## src/rtl/hs_pkg.sv

```systemverilog
// Shared definitions for the valid/ready handshake subsystem.
//   - Default payload width and buffer depth.
//   - Width helpers for pointers and occupancy counters.
//   - Handshake beat type (payload plus valid), used by master and slave blocks.
package hs_pkg;

    localparam int unsigned DEFAULT_DATA_W = 32;
    localparam int unsigned DEFAULT_DEPTH  = 4;

    // Pointer width for a power-of-two depth.
    function automatic int unsigned ptr_width(input int unsigned depth);
        return $clog2(depth);
    endfunction

    // Counter width: one extra bit so that the value DEPTH itself fits.
    function automatic int unsigned cnt_width(input int unsigned depth);
        return $clog2(depth) + 1;
    endfunction

    typedef struct packed {
        logic [DEFAULT_DATA_W-1:0] data;
        logic                      valid;
    } hs_beat_t;

endpackage

```

## src/rtl/hs_stream_fifo_if.sv

```systemverilog
// Valid/ready stream bundle.
//   data  : payload, driven by the master
//   valid : payload offered this cycle, driven by the master
//   ready : beat accepted this cycle, driven by the slave
interface hs_stream_fifo_if
    import hs_pkg::*;
#(
    parameter int unsigned DATA_W = DEFAULT_DATA_W
);

    logic [DATA_W-1:0] data;
    logic              valid;
    logic              ready;

    modport master (
        output data,
        output valid,
        input  ready
    );

    modport slave (
        input  data,
        input  valid,
        output ready
    );

endinterface

```

## src/rtl/hs_fifo_mem.sv

```systemverilog
// Register-array storage for hs_stream_fifo.
//   clk   : write clock
//   we    : write enable
//   waddr : write address
//   wdata : write data
//   raddr : read address (asynchronous read)
//   rdata : contents of entry raddr
module hs_fifo_mem
    import hs_pkg::*;
#(
    parameter int unsigned DATA_W = DEFAULT_DATA_W,
    parameter int unsigned DEPTH  = DEFAULT_DEPTH,
    localparam int unsigned ADDR_W = ptr_width(DEPTH)
) (
    input  logic              clk,
    input  logic              we,
    input  logic [ADDR_W-1:0] waddr,
    input  logic [DATA_W-1:0] wdata,
    input  logic [ADDR_W-1:0] raddr,
    output logic [DATA_W-1:0] rdata
);

    // Contents need no reset; readers only look at entries marked valid.
    logic [DATA_W-1:0] mem_q [DEPTH];

    always_ff @(posedge clk) begin
        if (we) begin
            mem_q[waddr] <= wdata;
        end
    end

    assign rdata = mem_q[raddr];

endmodule

```

## src/rtl/hs_stream_fifo.sv

```systemverilog
// First-word-fall-through valid/ready buffer between a handshake master and slave.
//   clk         : single clock, rising edge
//   reset       : synchronous, active-low
//   s           : upstream stream (this block is the slave)
//   m           : downstream stream (this block is the master); m.data is the head entry
//   count       : stored entries, 0..DEPTH
//   almost_full : count >= AFULL_TH
// All handshake outputs are registered from the next-state count, so neither
// ready nor valid has a combinational path from the opposite side.
module hs_stream_fifo
    import hs_pkg::*;
#(
    parameter int unsigned DATA_W   = DEFAULT_DATA_W,
    parameter int unsigned DEPTH    = DEFAULT_DEPTH,
    parameter int unsigned AFULL_TH = 3,
    localparam int unsigned CNT_W   = cnt_width(DEPTH)
) (
    input  logic             clk,
    input  logic             reset,
    hs_stream_fifo_if.slave  s,
    hs_stream_fifo_if.master m,
    output logic [CNT_W-1:0] count,
    output logic             almost_full
);

    localparam int unsigned      PTR_W   = ptr_width(DEPTH);
    localparam logic [CNT_W-1:0] DEPTH_C = CNT_W'(DEPTH);
    localparam logic [CNT_W-1:0] AFULL_C = CNT_W'(AFULL_TH);

    logic [PTR_W-1:0]  wr_ptr_q, wr_ptr_d;
    logic [PTR_W-1:0]  rd_ptr_q, rd_ptr_d;
    logic [CNT_W-1:0]  count_q, count_d;
    logic              s_ready_q, s_ready_d;
    logic              m_valid_q, m_valid_d;
    logic              afull_q, afull_d;
    logic              push, pop;
    logic [DATA_W-1:0] rd_data;

    always_comb begin
        push     = s.valid && s_ready_q;
        pop      = m_valid_q && m.ready;
        wr_ptr_d = wr_ptr_q;
        rd_ptr_d = rd_ptr_q;
        count_d  = count_q;

        // Pointers wrap naturally; full/empty come from count only.
        if (push) begin
            wr_ptr_d = wr_ptr_q + PTR_W'(1);
        end
        if (pop) begin
            rd_ptr_d = rd_ptr_q + PTR_W'(1);
        end

        case ({push, pop})
            2'b10:   count_d = count_q + CNT_W'(1);
            2'b01:   count_d = count_q - CNT_W'(1);
            default: count_d = count_q;
        endcase

        s_ready_d = (count_d < DEPTH_C);
        m_valid_d = (count_d != '0);
        afull_d   = (count_d >= AFULL_C);
    end

    always_ff @(posedge clk) begin
        if (!reset) begin
            wr_ptr_q  <= '0;
            rd_ptr_q  <= '0;
            count_q   <= '0;
            s_ready_q <= 1'b1;
            m_valid_q <= 1'b0;
            afull_q   <= 1'b0;
        end else begin
            wr_ptr_q  <= wr_ptr_d;
            rd_ptr_q  <= rd_ptr_d;
            count_q   <= count_d;
            s_ready_q <= s_ready_d;
            m_valid_q <= m_valid_d;
            afull_q   <= afull_d;
        end
    end

    // A push coinciding with reset is dropped, so keep it out of storage too.
    hs_fifo_mem #(
        .DATA_W (DATA_W),
        .DEPTH  (DEPTH)
    ) u_mem (
        .clk   (clk),
        .we    (push && reset),
        .waddr (wr_ptr_q),
        .wdata (s.data),
        .raddr (rd_ptr_q),
        .rdata (rd_data)
    );

    assign s.ready     = s_ready_q;
    assign m.valid     = m_valid_q;
    assign m.data      = rd_data;
    assign count       = count_q;
    assign almost_full = afull_q;

endmodule

```

## src/flat_wrapper.sv

```systemverilog
// flat-port wrapper written by rule: the top's interface ports become plain ports
module hs_stream_fifo_flat import hs_pkg::*;
#(
    parameter int unsigned DATA_W   = DEFAULT_DATA_W,
    parameter int unsigned DEPTH    = DEFAULT_DEPTH,
    parameter int unsigned AFULL_TH = 3,
    localparam int unsigned CNT_W   = cnt_width(DEPTH)
)
  (clk, reset, count, almost_full, s_data, s_valid, s_ready, m_data, m_valid, m_ready);
  hs_stream_fifo_if #(.DATA_W(DATA_W)) s_i ();
  hs_stream_fifo_if #(.DATA_W(DATA_W)) m_i ();
  input  logic clk;
  input  logic reset;
  output logic [CNT_W-1:0] count;
  output logic almost_full;
  input wire logic [$bits(s_i.data)-1:0] s_data;
  input wire logic [$bits(s_i.valid)-1:0] s_valid;
  output wire logic [$bits(s_i.ready)-1:0] s_ready;
  output wire logic [$bits(m_i.data)-1:0] m_data;
  output wire logic [$bits(m_i.valid)-1:0] m_valid;
  input wire logic [$bits(m_i.ready)-1:0] m_ready;
  assign s_i.data = s_data;
  assign s_i.valid = s_valid;
  assign s_ready = s_i.ready;
  assign m_data = m_i.data;
  assign m_valid = m_i.valid;
  assign m_i.ready = m_ready;
  hs_stream_fifo #(.DATA_W(DATA_W), .DEPTH(DEPTH), .AFULL_TH(AFULL_TH)) u_core (.clk(clk), .reset(reset), .s(s_i), .m(m_i), .count(count), .almost_full(almost_full));
endmodule
```

## config.mk

```make
export PLATFORM = sky130hd
export DESIGN_NAME = hs_stream_fifo_flat
export DESIGN_NICKNAME = d
export VERILOG_FILES = /design/src/rtl/hs_pkg.sv /design/src/rtl/hs_stream_fifo_if.sv /design/src/rtl/hs_fifo_mem.sv /design/src/rtl/hs_stream_fifo.sv /design/src/flat_wrapper.sv
export SDC_FILE = /design/constraint.sdc
export NUM_CORES = 1
export LEC_CHECK = 0
export ABC_AREA = 1
export BUFFER_PORTS_ARGS = -buffer_cell sky130_fd_sc_hd__buf_4
export CAP_MARGIN = 40
export CORE_MARGIN = 3
export CORE_UTILIZATION = 56
export CTS_CLUSTER_SIZE = 28
export DETAILED_ROUTE_END_ITERATION = 10
export GPL_ROUTABILITY_DRIVEN = 0
export GPL_TIMING_DRIVEN = 0
export PLACE_DENSITY = 0.78
export SYNTH_ARGS = -nofsm -noshare
export SYNTH_HDL_FRONTEND = slang
export SYNTH_SLANG_ARGS = --single-unit
export TNS_END_PERCENT = 10
```

## constraint.sdc

```tcl
create_clock -name clk -period 2.95 [get_ports clk]
set_clock_uncertainty 0.1 [all_clocks]
set_input_delay 0.4425 -clock clk [delete_from_list [all_inputs] [get_ports clk]]
set_output_delay 0.4425 -clock clk [all_outputs]
set_load 0.01 [all_outputs]
```

### Yosys cells after proc, flatten, opt, wreduce, memory -nomap -nowiden

Memories as Yosys holds them, arrays and structs flattened. A register that Yosys moved wholly into a read port is not among the register bits.
Index checks and enable logic that the tools add are counted.

* register bits: 10
* memory bits (writable): 128
* logic and storage cells: 24
* memories kept: 1

Memory list
* u_core.u_mem.mem_q: words 4, width 32, rd ports 1, clocked after memory_dff 1, write ports 1, line hs_fifo_mem.sv:24 `logic [DATA_W-1:0] mem_q [DEPTH];`

* $add $sub $neg: 4
* order comparisons: 2
* eq/ne operators: 2
* muxes and demuxes: 5
* reductions and logical operators: 4

Operators by type and width (count)
* $pmux W3 S2: 1
* $add A2 B1 Y2 const B: 2
* $mux W2: 2
* $add A3 B1 Y3 const B: 1
* $ge A3 B2 Y1 const B: 1
* $logic_and A1 B1 Y1: 3
* $lt A3 B3 Y1 const B: 1
* $reduce_bool A3 Y1: 1
* $sub A3 B1 Y3 const B: 1
* $eq A2 B1 Y1 const B: 1
* $eq A2 B2 Y1 const B: 1
* $mux W1: 2

### Depth between registers and ports, before layout

Gate-level depths: netlist of the first run.

* depth in word-level cells: 4
* depth in mapped cells: 10
* mapped depth without buffers: 10

### Modules after synthesis

A second synthesis of the first run with hierarchy kept.

* cell total of the unflattened synthesis: 565
* area, all modules: 5858.1 um2

By module, submodules not included
* hs_fifo_mem: times used 1, cells each 509, area an instance 5437.7 um2
* hs_stream_fifo: times used 1, cells each 56, area an instance 420.4 um2

### Least setup slack after synthesis of the first run

Ideal clock, no wire load.

* kind: reg-to-reg
* start point: reg u_core.wr_ptr_q[0]
* end point: mem u_core.u_mem.mem_q[2][0] (netlist name), enable pin
* setup time: 421 ps
* arrival time: 1940 ps
* data required time: 2429 ps
* path slack: 489 ps
* cell stages (with the launch flop): 5
* buffers on the path: 0
* path through: dfxtp_1 inv_1 ha_1 inv_1 nor2_1

RTL lines
* start: declaration: line hs_stream_fifo.sv:30 `logic [PTR_W-1:0] wr_ptr_q, wr_ptr_d;`
* start signal: assignment: line hs_stream_fifo.sv:74 `wr_ptr_q <= wr_ptr_d;`
* end: declaration: line hs_fifo_mem.sv:24

Straight into the memory's write port.

==> results of run 1 <==
## worst max-delay path, delay by kind of cell, from the launching register on
kind	cells	cell delay [ns]
buf+inv	2	0.58
flops	1	0.36
compound gates	2	0.44
## synth_stat cells
cell / n
sky130_fd_sc_hd__buf_4: 3
sky130_fd_sc_hd__buf_2: 6
sky130_fd_sc_hd__edfxtp_1: 128
sky130_fd_sc_hd__nand2_1: 10
sky130_fd_sc_hd__inv_2: 1
sky130_fd_sc_hd__buf_6: 9
sky130_fd_sc_hd__inv_8: 1
sky130_fd_sc_hd__nand4_1: 1
sky130_fd_sc_hd__a21oi_1: 5
sky130_fd_sc_hd__inv_1: 14
sky130_fd_sc_hd__ha_1: 5
sky130_fd_sc_hd__nand3_1: 3
sky130_fd_sc_hd__fa_1: 1
sky130_fd_sc_hd__o21ai_1: 28
sky130_fd_sc_hd__xor2_1: 2
sky130_fd_sc_hd__dfxtp_1: 12
sky130_fd_sc_hd__clkbuf_1: 1
sky130_fd_sc_hd__o21ai_0: 40
sky130_fd_sc_hd__nor2_1: 72
sky130_fd_sc_hd__o22ai_1: 32
## worst paths after layout
check / startpoint / depth (start not counted) / end
worst max register to register: u_core.s.ready / 3 / u_core.u_mem.mem_q[0][13]
worst min-delay path: s_data[9] / 1 / u_core.u_mem.mem_q[1][9]
worst min register to register: u_core.rd_ptr_q[1] / 2 / u_core.rd_ptr_q[1]
worst max-delay path: register / 4 / m_data[15]
## placed cells by master, fill, tap and decap left out, types with 9 or more instances in the layout
| cell type | instances |
|---|---|
| sky130_fd_sc_hd__nor2_1 | 68 |
| sky130_fd_sc_hd__o21ai_1 | 28 |
| sky130_fd_sc_hd__buf_4 | 76 |
| sky130_fd_sc_hd__inv_1 | 14 |
| sky130_fd_sc_hd__edfxtp_1 | 128 |
| sky130_fd_sc_hd__o21ai_0 | 40 |
| sky130_fd_sc_hd__nand2_1 | 10 |
| sky130_fd_sc_hd__clkbuf_16 | 16 |
| sky130_fd_sc_hd__dfxtp_1 | 12 |
| sky130_fd_sc_hd__o22ai_1 | 32 |
| sky130_fd_sc_hd__buf_6 | 9 |
## kinds of logic (layout without fill, tap and decap cells)
| kind of cell | Yosys count | after routing | share of synthesized area |
|---|---|---|---|
| AOI/OAI and AO/OA | 105 | 105 | 0.107 |
| DFF | 140 | 140 | 0.770 |
| and+or+nand+nor | 86 | 86 | 0.0620 |
| buffers and inverters | 35 | 144 | 0.0425 |
| xor gates and xnor gates | 2 | 2 | 0.00330 |
| adders and majority gates | 6 | 6 | 0.0156 |
## registers in the layout (all words and copies together) (netlist names), named ones only
name                cells
u_core.rd_ptr_q         2
u_core.wr_ptr_q         2
u_core.m.valid          1
u_core.count            3
u_core.u_mem.mem_q    128
u_core.almost_full      1
u_core.s.ready          1
## power by group through the flow
stage	sequential [mW]	clock, mW	combinational (mW)
global placement	2.41	0	1.07
floorplan	2.42	0	0.598
finish	2.37	2.01	1.14
CTS	2.37	2.03	1.15
global route	2.38	2.14	1.25
detailed placement	2.41	0	1.14
## layout make-up
type	instances	area share
well taps	126	0.0235
multi-input cells	199	0.153
inverters	16	0.0101
clock inverters	15	0.0229
flip-flops and latches	140	0.609
plain buffers	19	0.0235
clock buffers	17	0.0617
repair buffers	77	0.0970
## per-stage QoR
| step | instances | hold slack (ns) | area [um2] | TNS (ns) |
|---|---|---|---|---|
| 6_report | 609 | 0.0194 | 6710 | 0 |
| 5_1_grt | 609 | 0.000160 | 6710 | 0 |
| 4_1_cts | 609 | 0.00541 | 6710 | 0 |
| 3_5_place_dp | 577 | 0.387 | 6140 | 0 |
| 3_3_place_gp | 573 | 0.364 | 6010 | -79.46 |
| 2_1_floorplan | 374 | 0.354 | 5300 | 0 |
## layer usage
metal	vias up	track usage	routed length, um
met4	0	0.0857	129
met5	-	0	0
met3	17	0.0597	908
li1	1581	-	-
met1	1553	0.260	3970
met2	155	0.364	5770
==> results.py, run 1 <==
metrics = {
    "power": {
        "netSwitchingFraction": 0.284,
        "power.net_switching_mw": 1.57,
        "cell_leakage_power_nw": 2.46,
        "total_power_mw": 5.52,
        "vdd_ir_drop_max_mv": 0.467,
        "cell_internal_pwr_mw": 3.95,
        "comb_power_share": 0.206,
        "share_clk_of_total_power": 0.364,
        "power.share.sequential": 0.430,
        "power_density_mw_per_mm2": 823,
    },
    "synth": {
        "synth_area_leader_cell": "sky130_fd_sc_hd__edfxtp_1",
        "yosysWarningCount": 0,
        "synth_sequential_area_ratio": 0.770,
        "synth.avg_cell_area_um2": 14.2,
        "yosys-top-cells-area": "sky130_fd_sc_hd__edfxtp_1 (72%), sky130_fd_sc_hd__nor2_1 (5.1%), sky130_fd_sc_hd__dfxtp_1 (4.5%)",
        "register_bit_count_reported_by_yosys": 140,
        "yosysTopAreaCellShare": 0.725,
        "postSynthNetCount": 416,
        "synth.lib_cells_used.distinct": 20,
        "synthesis.instances": 374,
        "mappedNetlistArea_mm2": 0.00530,
    },
    "clock_network": {
        "cts_htree_levels": 4,
        "post-cts-setup-buffers": 0,
        "clock-sinks": 140,
        "cts_root_buf": "sky130_fd_sc_hd__clkbuf_8",
        "cts.clk_slew.worst_paths_ns": 0.07,
        "cts_tree": "built",
        "cts_inserted_buffers": 17,
        "skew_pair_late_insertion_delay_ns": 0.51,
        "cts-root-to-sink-buffers": 2,
        "cts_hold_repair.buffers": 0,
        "cts_resized": 0,
    },
    "sta": {
        "setup_viol": 0,
        "grt_setup_unrepaired": "false",
        "slew_headroom": 0.573,
        "final.min_clock_period_ns": 2.43,
        "tightestPinTransition_ns": 0.639,
        "maxClockFrequency_mhz": 412,
        "final.period_utilization": 0.824,
        "timing_max_transition_violations_final": 0,
        "finalWorstSetupSlack_ns": 0.520,
        "timing_hold_violations_final": 0,
    },
    "drt": {
        "drt_first_pass_iters": 4,
        "post-route-drc-count": 0,
        "first_iter_violations": 182,
        "via_per_inst": 5.43,
        "detail-route-antenna-nets": 0,
        "route.final.wire_length_um": 10800,
        "average_wire_per_cell_in_the_routed_design_um": 17.7,
        "num_vias": 3306,
    },
    "die": {
        "die_w_um": 103,
        "fp.coreArea_mm2": 0.00898,
        "row_count": 34,
        "io_pins": 74,
        "effective_utilization_at_floorplan": 0.591,
        "dieHeight_um": 103,
        "fp.dieArea_mm2": 0.0107,
    },
    "setup_path": {
        "critPathLaunchType": "register",
        "worst-path-max-fanout": 10,
        "worst-r2r-setup-slack_ns": 1.03,
        "critical_path_data_required_time_ns": 2.41,
        "arrival_ns": 1.89,
        "cp_slowest_stage_delay_ns": 0.41,
        "critical_path.cell_chain": "clkbuf_1 > o21ai_0 > o22ai_1 > buf_4",
        "timing.critical_path.to_type": "output pin",
        "worst-setup-path-type": "reg -> out",
        "slowest_stage": "sky130_fd_sc_hd__clkbuf_1",
    },
    "worst_hold_path": {
        "min_path_type": "in -> reg",
    },
    "layout": {
        "antenna_cells": 0,
        "fill_cells": 530,
        "layout-drive-gt1-share": 0.275,
        "multi_input_combinational_cell_area_mm2": 0.00102,
        "final_core_utilization": 0.748,
        "area_growth_pct": 26.5,
        "layout.area.seq_mm2": 0.00408,
        "final_net_count": 512,
    },
    "placed_design": {
        "place_ws_ns": 0.779,
        "dpl.hpwl_um": 6420,
        "portBuffers": 73,
    },
    "global_route": {
        "number_of_global_route_vias_before_repair": 3286,
        "grt_first_pass_wirelength_um": 16500,
        "grt_start_max_net_pins": 25,
        "number_of_antenna_violations_at_the_first_check_in_global_routing": 0,
        "grt_overflow_total": 0,
        "grtUsageTotal": 0.214,
    },
    "outcome": {
        "outcome": "completed",
    },
    "flow_run": {
        "max_cap_violations": 0,
    },
}
Note: power is estimated with default switching activity, not from simulation.
==> run 2: changes to the inputs <==
Settings changed: CORE_UTILIZATION 56 to 51, PLACE_DENSITY 0.78 to 0.75.
Clock period 2.95 ns to 2.2 ns, I/O delays scaled along.
==> run 2 against run 1 <==
Effect of this change: via count is 3.6% higher; register-to-register slack got worse by 0.75 ns; largest power group unchanged; cell area grew 5.0%; hold slack improved by 0.029 ns.
==> results.py, run 2 (same netlist as run 1, synthesis figures left out) <==
metrics = {
    "worst_hold_path": {
        "min-delay-start": "m_ready",
        "min_path_type": "in -> reg",
        "min_delay_path_depth": 4,
    },
    "placed_design": {
        "place_ws_ns": 0.151,
        "dpl.hpwl_um": 6770,
        "portBuffers": 73,
        "placed_area_mm2": 0.00616,
    },
    "layout": {
        "final_common_cell": "sky130_fd_sc_hd__edfxtp_1",
        "layout-drive-gt1-share": 0.260,
        "largest_reg_flops": 128,
        "area_growth_pct": 32.8,
        "final_cell_area_mm2": 0.00704,
        "final_core_utilization": 0.708,
        "fill_cells": 645,
        "antenna_cells": 0,
        "max_flop_register": "u_core.u_mem.mem_q",
        "final_net_count": 545,
        "most-common-layout-cells": "sky130_fd_sc_hd__edfxtp_1 (128), sky130_fd_sc_hd__buf_4 (76), sky130_fd_sc_hd__nor2_1 (68)",
    },
    "setup_path": {
        "slowest_stage": "sky130_fd_sc_hd__dfxtp_1",
        "critPathLaunchType": "register",
        "critical_path.cell_chain": "buf_6 > inv_8 > buf_6 > nor2_1 > o22ai_1 > buf_4",
        "worst-setup-path-type": "reg -> out",
        "worst-r2r-setup-slack_ns": 0.28,
        "worst_r2r_path_depth": 3,
        "cp_slowest_stage_delay_ns": 0.32,
        "r2r-end": "u_core.u_mem.mem_q[3][20]",
        "arrival_ns": 1.70,
        "timing.critical_path.to_type": "output pin",
        "worst-path-max-fanout": 10,
        "r2r-start": "u_core.s.ready",
        "critical_path_data_required_time_ns": 1.77,
        "crit_top_cell": "sky130_fd_sc_hd__buf_6",
    },
    "die": {
        "row_count": 36,
        "io_pins": 74,
        "effective_utilization_at_floorplan": 0.533,
        "die_w_um": 108,
        "fp.dieArea_mm2": 0.0117,
        "dieHeight_um": 108,
        "fp.coreArea_mm2": 0.00995,
    },
    "clock_network": {
        "cts_root_buf": "sky130_fd_sc_hd__clkbuf_8",
        "post-cts-setup-buffers": 0,
        "skew_pair_late_insertion_delay_ns": 0.52,
        "cts_tree": "built",
        "cts-root-to-sink-buffers": 2,
        "cts_inserted_buffers": 17,
        "clock-sinks": 140,
        "cts.clk_slew.worst_paths_ns": 0.06,
        "cts_htree_levels": 4,
    },
    "drt": {
        "route.final.wire_length_um": 11400,
        "post-route-drc-count": 0,
        "via_per_inst": 5.28,
        "average_wire_per_cell_in_the_routed_design_um": 17.6,
        "num_vias": 3424,
        "drt_first_pass_iters": 4,
        "detail-route-antenna-nets": 0,
        "first_iter_violations": 187,
    },
    "sta": {
        "maxClockFrequency_mhz": 468,
        "timing_max_transition_violations_final": 0,
        "final.min_clock_period_ns": 2.13,
        "setup_viol": 0,
        "finalWorstSetupSlack_ns": 0.0650,
        "tightestPinTransition_ns": 0.640,
        "final.period_utilization": 0.970,
        "setup_tns_ns": 0,
        "slew_headroom": 0.572,
        "timing_hold_violations_final": 0,
        "grt_setup_unrepaired": "false",
    },
    "global_route": {
        "grt_overflow_total": 0,
        "grt_first_pass_wirelength_um": 17600,
        "number_of_antenna_violations_at_the_first_check_in_global_routing": 0,
        "grt_start_max_net_pins": 18,
        "number_of_global_route_vias_before_repair": 3427,
        "grtUsageTotal": 0.206,
    },
    "power": {
        "cell_leakage_power_nw": 2.60,
        "vdd_ir_drop_max_mv": 0.669,
        "total_power_mw": 7.35,
        "power_density_mw_per_mm2": 1040,
    },
    "outcome": {
        "outcome": "completed",
    },
    "flow_run": {
        "max_cap_violations": 0,
    },
}
## run 2: cell count changes in the layout (fill, tap and decap cells not counted), moves of 3 or more
cell / before / now
sky130_fd_sc_hd__dlygate4sd3_1: 0 / 33
sky130_fd_sc_hd__buf_2: 6 / 2
sky130_fd_sc_hd__clkbuf_4: 0 / 4
sky130_fd_sc_hd__clkinv_4: 0 / 3
sky130_fd_sc_hd__clkinvlp_4: 5 / 2
## run 2: critical path, delay by kind of cell, from the launching register on
| kind | cells | cell delay (ns) |
|---|---|---|
| buffers and inverters | 4 | 0.56 |
| DFF | 1 | 0.32 |
| AOI/OAI and AO/OA | 1 | 0.24 |
| and+or+nand+nor | 1 | 0.06 |
## run 2: power by group
part	switching (mW)	leakage [nW]	internal [mW]	total [mW]
combinational	0.879	1.08	0.700	1.58
sequential	0.0825	1.26	3.10	3.18
clock	1.16	0.262	1.42	2.58
total	2.12	2.60	5.23	7.35
## run 2: layout make-up
| type | count | area (um2) | area share |
|---|---|---|---|
| Timing Repair Buffer | 110 | 988 | 0.140 |
| Buffer | 19 | 169 | 0.0240 |
| Multi-Input combinational cell | 199 | 1020 | 0.145 |
| Sequential cell | 140 | 4090 | 0.580 |
| Clock buffer | 17 | 414 | 0.0588 |
| Inverter | 16 | 67.6 | 0.00959 |
| Tap cell | 133 | 166 | 0.0236 |
| Clock inverter | 15 | 129 | 0.0183 |
## run 2: per-stage QoR
step	hold slack, ns	std cells
3_5_place_dp	0.388	584
5_1_grt	0.0671	649
2_1_floorplan	0.329	374
3_3_place_gp	0.364	580
6_report	0.0481	649
4_1_cts	0.0411	649
## run 2: worst max path at each step
| stage | cells past startpoint | from | slack [ns] | end |
|---|---|---|---|---|
| floorplan | 4 | u_core.wr_ptr_q[0] | -0.26 | u_core.u_mem.mem_q[2][0] |
| global placement | 3 | reset | -1.34 | u_core.u_mem.mem_q[3][25] |
| detailed placement | 4 | reset | 0.15 | u_core.u_mem.mem_q[3][25] |
| CTS | 4 | register | 0.005 | m_data[9] |
| global route | 6 | register | 0.003 | m_data[20] |
| finish | 6 | register | 0.07 | m_data[20] |
## run 2: layer usage
metal  wire length [um]  GRT usage  up-vias
li1                   -          -     1645
met1               4470      0.250     1678
met2               6270      0.361       91
met3                580     0.0543       10
met4                100     0.0676        0
met5                  0          0        -
## run 2: timing repair
action / 4_1_cts / 5_1_grt
hold endpoints to repair: 131 / 0
gates cloned: 0 / 0
hold buffers: 33 / 0
endpoints found under the setup margin: 9 / 21
resized for setup: 1 / 5
